## config.mk

```make
export PLATFORM = sky130hd
export DESIGN_NAME = uart_serial
export DESIGN_NICKNAME = d
export VERILOG_FILES = /design/src/rtl/uart_serial_pkg.sv /design/src/rtl/uart_receiver.sv /design/src/rtl/uart_serial.sv
export SDC_FILE = /design/constraint.sdc
export NUM_CORES = 1
export LEC_CHECK = 0
export BUFFER_PORTS_ARGS = -buffer_cell sky130_fd_sc_hd__buf_2
export CORE_MARGIN = 3
export CORE_UTILIZATION = 40
export DETAILED_ROUTE_END_ITERATION = 12
export SLEW_MARGIN = 20
export SYNTH_ARGS = -nofsm -noshare
export SYNTH_HDL_FRONTEND = slang
export SYNTH_SLANG_ARGS = --single-unit
```

## constraint.sdc

```tcl
create_clock -name Clock -period 2.8 [get_ports Clock]
set_input_delay 0.28 -clock Clock [delete_from_list [all_inputs] [get_ports Clock]]
set_output_delay 0.28 -clock Clock [all_outputs]
set_load 0.02 [all_outputs]
```

## src/rtl/uart_serial_pkg.sv

```systemverilog
// Shared definitions for the UART: TX/RX state encodings and the bit-timing
// arithmetic that turns a clock frequency and baud rate into counter limits.
package uart_serial_pkg;

    localparam logic [1:0] TX_IDLE  = 2'd0;
    localparam logic [1:0] TX_START = 2'd1;
    localparam logic [1:0] TX_DATA  = 2'd2;
    localparam logic [1:0] TX_STOP  = 2'd3;

    localparam logic [1:0] RX_IDLE  = 2'd0;
    localparam logic [1:0] RX_START = 2'd1;
    localparam logic [1:0] RX_DATA  = 2'd2;
    localparam logic [1:0] RX_STOP  = 2'd3;

    // Clock cycles per serial bit, truncated.
    function automatic int symbol_edge_time(input int clock_freq, input int baud_rate);
        return clock_freq / baud_rate;
    endfunction

    // Offset from a detected start edge to the middle of the start bit.
    function automatic int sample_time(input int clock_freq, input int baud_rate);
        return symbol_edge_time(clock_freq, baud_rate) / 2;
    endfunction

    // Width of the bit-timing counters, with one bit of headroom.
    function automatic int counter_width(input int clock_freq, input int baud_rate);
        return $clog2(symbol_edge_time(clock_freq, baud_rate)) + 1;
    endfunction

endpackage

```

## src/rtl/uart_receiver.sv

```systemverilog
// UART receiver: synchronises the serial line, finds the start bit, samples
// each bit at its centre and flags a completed frame with a good stop bit.
module uart_receiver
    import uart_serial_pkg::*;
#(
    parameter int ClockFreq = 50000000,
    parameter int BaudRate  = 115200
) (
    input  logic       clock,
    input  logic       reset_n,
    input  logic       line,
    output logic [7:0] data,
    output logic       done
);

    localparam int Cw = counter_width(ClockFreq, BaudRate);
    localparam logic [Cw-1:0] BitLast    = Cw'(symbol_edge_time(ClockFreq, BaudRate) - 1);
    localparam logic [Cw-1:0] SampleLast = Cw'(sample_time(ClockFreq, BaudRate) - 1);

    logic [1:0]    sync;
    logic          rx;
    logic [1:0]    state;
    logic [Cw-1:0] count;
    logic [2:0]    bit_index;
    logic [7:0]    shift;

    // Two-flop synchroniser; resets to the idle-high line level.
    always_ff @(posedge clock or negedge reset_n) begin
        if (!reset_n) begin
            sync <= 2'b11;
        end else begin
            sync <= {sync[0], line};
        end
    end

    assign rx = sync[1];

    // Frame state machine: half-bit to the start-bit centre, then whole bits.
    always_ff @(posedge clock or negedge reset_n) begin
        if (!reset_n) begin
            state     <= RX_IDLE;
            count     <= '0;
            bit_index <= '0;
            shift     <= '0;
        end else begin
            case (state)
                RX_IDLE: begin
                    count     <= '0;
                    bit_index <= '0;
                    if (!rx) begin
                        state <= RX_START;
                    end
                end
                RX_START: begin
                    if (count == SampleLast) begin
                        count <= '0;
                        state <= rx ? RX_IDLE : RX_DATA;
                    end else begin
                        count <= count + 1'b1;
                    end
                end
                RX_DATA: begin
                    if (count == BitLast) begin
                        count     <= '0;
                        shift     <= {rx, shift[7:1]};
                        bit_index <= bit_index + 1'b1;
                        if (bit_index == 3'd7) begin
                            state <= RX_STOP;
                        end
                    end else begin
                        count <= count + 1'b1;
                    end
                end
                default: begin
                    if (count == BitLast) begin
                        count <= '0;
                        state <= RX_IDLE;
                    end else begin
                        count <= count + 1'b1;
                    end
                end
            endcase
        end
    end

    assign data = shift;
    assign done = (state == RX_STOP) && (count == BitLast) && rx;

endmodule

```

## src/rtl/uart_serial.sv

```systemverilog
// Full-duplex UART with a valid/ready byte interface on each side. The
// transmitter and the receive-side holding register live here; bit recovery
// is delegated to uart_receiver.
module uart_serial
    import uart_serial_pkg::*;
#(
    parameter int ClockFreq = 50000000,
    parameter int BaudRate  = 115200
) (
    input  logic       Clock,
    input  logic       Reset_n,
    input  logic [7:0] DataIn,
    input  logic       DataInValid,
    output logic       DataInReady,
    output logic [7:0] DataOut,
    output logic       DataOutValid,
    input  logic       DataOutReady,
    input  logic       SIn,
    output logic       SOut
);

    localparam int Cw = counter_width(ClockFreq, BaudRate);
    localparam logic [Cw-1:0] BitLast = Cw'(symbol_edge_time(ClockFreq, BaudRate) - 1);

    logic [1:0]    tx_state;
    logic [Cw-1:0] tx_count;
    logic [2:0]    tx_bit;
    logic [7:0]    tx_shift;
    logic          tx_line;
    logic [7:0]    rx_data;
    logic          rx_done;

    assign DataInReady = (tx_state == TX_IDLE);
    assign SOut        = tx_line;

    // Transmit state machine; the line is registered so it is glitch-free.
    always_ff @(posedge Clock or negedge Reset_n) begin
        if (!Reset_n) begin
            tx_state <= TX_IDLE;
            tx_count <= '0;
            tx_bit   <= '0;
            tx_shift <= '0;
            tx_line  <= 1'b1;
        end else begin
            case (tx_state)
                TX_IDLE: begin
                    tx_count <= '0;
                    tx_bit   <= '0;
                    tx_line  <= 1'b1;
                    if (DataInValid) begin
                        tx_shift <= DataIn;
                        tx_line  <= 1'b0;
                        tx_state <= TX_START;
                    end
                end
                TX_START: begin
                    if (tx_count == BitLast) begin
                        tx_count <= '0;
                        tx_line  <= tx_shift[0];
                        tx_shift <= {1'b0, tx_shift[7:1]};
                        tx_state <= TX_DATA;
                    end else begin
                        tx_count <= tx_count + 1'b1;
                    end
                end
                TX_DATA: begin
                    if (tx_count == BitLast) begin
                        tx_count <= '0;
                        tx_bit   <= tx_bit + 1'b1;
                        if (tx_bit == 3'd7) begin
                            tx_line  <= 1'b1;
                            tx_state <= TX_STOP;
                        end else begin
                            tx_line  <= tx_shift[0];
                            tx_shift <= {1'b0, tx_shift[7:1]};
                        end
                    end else begin
                        tx_count <= tx_count + 1'b1;
                    end
                end
                default: begin
                    if (tx_count == BitLast) begin
                        tx_count <= '0;
                        tx_state <= TX_IDLE;
                    end else begin
                        tx_count <= tx_count + 1'b1;
                    end
                end
            endcase
        end
    end

    uart_receiver #(
        .ClockFreq(ClockFreq),
        .BaudRate (BaudRate)
    ) receiver (
        .clock  (Clock),
        .reset_n(Reset_n),
        .line   (SIn),
        .data   (rx_data),
        .done   (rx_done)
    );

    // Receive holding register: a new byte is taken only if the slot is free
    // or being emptied on the same edge; otherwise it is dropped (overrun).
    always_ff @(posedge Clock or negedge Reset_n) begin
        if (!Reset_n) begin
            DataOut      <= 8'h00;
            DataOutValid <= 1'b0;
        end else if (rx_done && (!DataOutValid || DataOutReady)) begin
            DataOut      <= rx_data;
            DataOutValid <= 1'b1;
        end else if (DataOutReady) begin
            DataOutValid <= 1'b0;
        end
    end

endmodule

```

### Word level (Yosys, flattened, before mapping)

Cells that the tools add are included.

| storage, ports and cells | value |
|---|---|
| flip-flop bits (word level) | 58 |
| logic and storage cells | 89 |
| input bits | 13 |

| operators by class | value |
|---|---|
| add/sub/neg operators | 4 |
| reductions and logical operators | 20 |
| equal/unequal tests | 19 |
| muxes and demuxes | 34 |

Operator list:

| kind | number |
|---|---|
| $mux 10 | 4 |
| $mux 8 | 4 |
| $pmux 8 s3 | 1 |
| $mux 2 | 11 |
| $add 10x1->10 const B | 2 |
| $eq 10x9->1 const B | 2 |
| $pmux 10 s2 | 1 |
| $reduce_and 5->1 | 3 |
| $ne 2x2->1 const B | 6 |
| $pmux 2 s3 | 2 |
| $pmux 3 s2 | 2 |
| $eq 10x8->1 const B | 1 |
| $reduce_bool 2->1 | 4 |
| $add 3x1->3 const B | 2 |
| $eq 2x2->1 const B | 3 |
| $eq 3x3->1 const B | 2 |
| $mux 1 | 6 |
| $mux 3 | 2 |
| $ne 2x1->1 const B | 3 |
| $reduce_and 2->1 | 3 |
| $reduce_bool 3->1 | 2 |
| $eq 2x1->1 const B | 2 |
| $logic_not 2->1 | 2 |
| $logic_and 1x1->1 | 3 |
| other kinds (4) | 4 |

### Logic depth before layout (Yosys ltp)

| depth | value |
|---|---|
| depth in word-level cells | 5 |
| gate-level depth with buffers | 8 |
| gate-level depth less buffers | 6 |

### Modules after synthesis

A second synthesis with hierarchy kept.

| second synthesis, totals | value |
|---|---|
| cell total of the unflattened synthesis | 246 |
| area, all modules | 2932.8 µm² |

By module, submodules not included:

| module | cells an instance | instances | area each (µm²) |
|---|---|---|---|
| uart_serial | 137 | 1 | 1636.6 |
| uart_receiver | 109 | 1 | 1296.2 |

### Least setup slack after synthesis

Ideal clock, no wire load.

| timing | value |
|---|---|
| kind | reg-to-reg |
| start | register tx_count[1] |
| end | register tx_shift[0] |
| required time | 2675 ps |
| stages on the path, launching flop included | 8 |
| data arrival time | 2168 ps |
| path slack | 508 ps |
| period minus slack after synthesis | 2292 ps |
| path buffers | 1 |
| cells stage by stage | dfrtp_1 inv_1 ha_1 or3b_1 or4_1 buf_2 a211oi_4 mux2_2 |

| on the way | value |
|---|---|
| longest elaborated chain between the ends | 3 |
| elaborated cells on any way between the ends | 4 |
| classes of those cells | eq/ne (3); reduce/logical (1) |

Ends and longest elaborated chain:

| element | RTL line | text |
|---|---|---|
| from (decl) | uart_serial.sv:26 | `logic [Cw-1:0] tx_count;` |
| from (signal assigned) | uart_serial.sv:63 | `tx_count <= tx_count + 1'b1;` |
| from (signal assigned) | uart_serial.sv:78 | `tx_count <= tx_count + 1'b1;` |
| from (signal assigned) | uart_serial.sv:86 | `tx_count <= tx_count + 1'b1;` |
| $eq 10x9->1 * | uart_serial.sv:57, uart_serial.sv:67 |  |
| $ne 2x2->1 (no source line) | n/a |  |
| $reduce_and 5->1 (no source line) * | n/a |  |
| to (signal assigned) | uart_serial.sv:51 | `tx_shift <= DataIn;` |
| to (signal assigned) | uart_serial.sv:60 | `tx_shift <= {1'b0, tx_shift[7:1]};` |
| to (signal assigned) | uart_serial.sv:75 | `tx_shift <= {1'b0, tx_shift[7:1]};` |
| to (decl) | uart_serial.sv:28 | `logic [7:0] tx_shift;` |

Every way passes the cells marked *; elsewhere a longest branch is shown, timed or not.
A chain may end at the register's enable or synchronous reset.

### Worst setup path after layout

| timing | value |
|---|---|
| start | register tx_count[1] |
| end | register tx_shift[2] |

Same word-level chain as after synthesis.

==> results.json <==
{
  "drv_cap": 0,
  "max_freq_ghz": 0.4231,
  "ant_nets": 0,
  "route.vias.total": 1796,
  "async_flop_share": 1.000,
  "post-route-min-period_ps": 2363,
  "ys_ff_latch": 58,
  "syn_to_final_growth_pct": 15.24,
  "hpwl_um": 3266,
  "cts_tree": "done",
  "grt_pass1_vias": 1877,
  "whs_path_depth": 1,
  "synth_common_cells": "dfrtp_1 (55), nor2_1 (29), mux2_2 (26), nand2_1 (21), ha_1 (14)",
  "antenna_found_initial": 0,
  "drt-initial-drc-count": 104,
  "io_pins": 24,
  "layout.nets": 305,
  "cts.path.max_buffers": 2,
  "yosys-top-cells-area": "dfrtp_1 (48%), mux2_2 (10%), ha_1 (6.2%)",
  "core-area_um2": 6832,
  "clkLatencyLatePin_ps": 340,
  "fillerInstances": 632,
  "powerDensity_nw_per_um2": 754.3,
  "synth_fp_nets": 271,
  "die-height_um": 90.29,
  "arrival_ps": 2580,
  "final-hold-violation-count": 0,
  "required_ps": 3020,
  "slew_viol_final": 0,
  "multiInputGateArea_um2": 1314,
  "post-cts-setup-buffers": 0,
  "rr_startpoint": "tx_count[1]$_DFF_PN0_",
  "finalSetupViolCount": 0,
  "ys_seq_area_frac": 0.5121,
  "ys_warn_count": 0,
  "start_util": 0.4159,
  "wirelength_um": 4706,
  "drive_gt1_frac": 0.3145,
  "grt_first_pass_wirelength_um": 8466,
  "cts_sinks": 58,
  "syn-cell-area_um2": 2841,
  "max_slew.worst_pin.slew_ps": 449.3,
  "p_leak_nw": 1.563,
  "ctsResizeCount": 0,
  "diodes": 0,
  "cts_buffers": 9,
  "tns_ps": 0,
  "reg2reg_depth": 6,
  "crit_end": "tx_shift[2]$_DFFE_PN0P_",
  "fin_cells": 379,
  "crit_path_end_kind": "register",
  "grt_max_degree": 32,
  "h-tree-depth": 3,
  "status": "finished, final reports clean",
  "firstDrtPassIters": 4,
  "rows": 30,
  "hold_class": "primary input to register",
  "synth_top_area_frac": 0.4844,
  "r2r_slack_ps": 440,
  "peakVddDrop_v": 0.0003466,
  "critPathKind": "register to register",
  "place.gp.congestion": 0.7586,
  "die-area_um2": 8151,
  "worstPathMaxFanout": 8,
  "synth_cells": 244,
  "register_area_um2": 1455,
  "wl_per_cell_um": 12.42,
  "synth_top_cell_by_area": "dfrtp_1",
  "ys.flop_type": "dfrtp_1",
  "synth.distinct_cells": 36,
  "grtUsageTotal": 0.1301,
  "cp-startpoint": "tx_count[1]$_DFF_PN0_",
  "die_w_um": 90.29,
  "clock_skew_ps": 9.661,
  "slew_headroom": 0.6995,
  "synth_most_common_cell": "dfrtp_1",
  "clk_pin_slew_ps": 70,
  "timing.rr.end": "tx_shift[2]$_DFFE_PN0P_",
  "io_buffers": 23,
  "avgSynthCellArea_um2": 11.65,
  "fin_crit_sh": 0.8440,
  "synth-edff-count": 0,
  "grt_setup_unrepaired": "no",
  "via_per_inst": 4.739,
  "drc": 0,
  "globalRouteOverflowTotal": 0,
  "placed_cells": 362,
  "cts-root-buf": "clkbuf_8",
  "crit_path_start_kind": "register"
}
==> timing repair <==
action,4_1_cts,5_1_grt
setup endpoints to repair,0,0
hold buffers,1,0
hold endpoints to repair,35,0
==> critical path: stages, from the launching register on <==
cell and delay, ps:
dfrtp_1 410, inv_1 70, ha_1 120, or3b_1 320
or4_1 480, a211oi_4 460, mux2_2 380
==> state kept, by name (all words and copies together) (netlist names) <==
| name | count |
|---|---|
| receiver.bit_index | 3 |
| receiver.count | 10 |
| SOut | 1 |
| tx_shift | 8 |
| DataOutValid | 1 |
| receiver.sync | 2 |
| tx_state | 2 |
| receiver.data | 8 |
| receiver.state | 2 |
| tx_count | 10 |
| DataOut | 8 |
| tx_bit | 3 |
==> cell families after synthesis <==
kind of cell | synth area share
simple gates | 0.1546
flops | 0.5121
mux | 0.1559
xor+xnor | 0.05240
buf+inv | 0.02554
compound gates | 0.03787
fa+ha+maj | 0.06165
==> layer usage <==
layer / vias up / wire length (µm) / GRT usage
met5: - / 0 / 0
met2: 29 / 2265 / 0.2029
met3: 7 / 210 / 0.06250
met1: 861 / 2190 / 0.1591
met4: 0 / 39 / 0.04209
li1: 899 / - / -
==> cell usage in the layout (no fill, tap or decap), types with 4 or more instances in the layout <==
| cell type | n |
|---|---|
| dfrtp_1 | 55 |
| nor2_1 | 29 |
| mux2_2 | 26 |
| buf_2 | 23 |
| nand2_1 | 21 |
| ha_1 | 14 |
| nand3_1 | 12 |
| xnor2_1 | 12 |
| clkbuf_8 | 9 |
| inv_1 | 8 |
| mux2_4 | 8 |
| o21ai_0 | 6 |
| buf_4 | 6 |
| xor2_1 | 5 |
| nor3_1 | 5 |
| clkinv_2 | 4 |
==> metrics by stage <==
stage	setup WS [ps]	instance area (µm²)	utilization	power (mW)	hold WS (ps)
2_1_floorplan	507.7	2841	-	1.614	-15.59
3_3_place_gp	468.2	3079	0.4507	1.750	73.76
3_5_place_dp	431.5	3079	0.4507	1.763	72.39
4_1_cts	421.1	3274	0.4793	2.515	10.84
5_1_grt	295.1	3274	0.4793	2.654	1.961
6_report	436.7	3274	0.4793	2.470	33.86
==> how the worst min path moves through the flow <==
stage	end	from	slack [ps]
CTS	receiver.sync[0]$_DFF_PN1_	SIn	10
global route	receiver.sync[0]$_DFF_PN1_	SIn	2
detailed placement	tx_bit[2]$_DFFE_PN0P_	Reset_n	70
floorplan	DataOutValid$_DFFE_PN0P_	Reset_n	-20
finish	receiver.sync[0]$_DFF_PN1_	SIn	30
global placement	tx_bit[2]$_DFFE_PN0P_	Reset_n	70
==> cell type report <==
type / count / area share
Sequential cell: 58 / 0.4444
Multi-Input combinational cell: 171 / 0.4012
Timing Repair Buffer: 30 / 0.05197
Clock buffer: 10 / 0.03898
Tap cell: 96 / 0.03668
Clock inverter: 6 / 0.01758
Inverter: 8 / 0.009171
==> where the power goes <==
part	internal (mW)	switching, mW	total (mW)
Sequential	0.957	0.0770	1.03
Clock	0.404	0.328	0.733
Combinational	0.372	0.332	0.704
(Power assumes the default switching activity.)
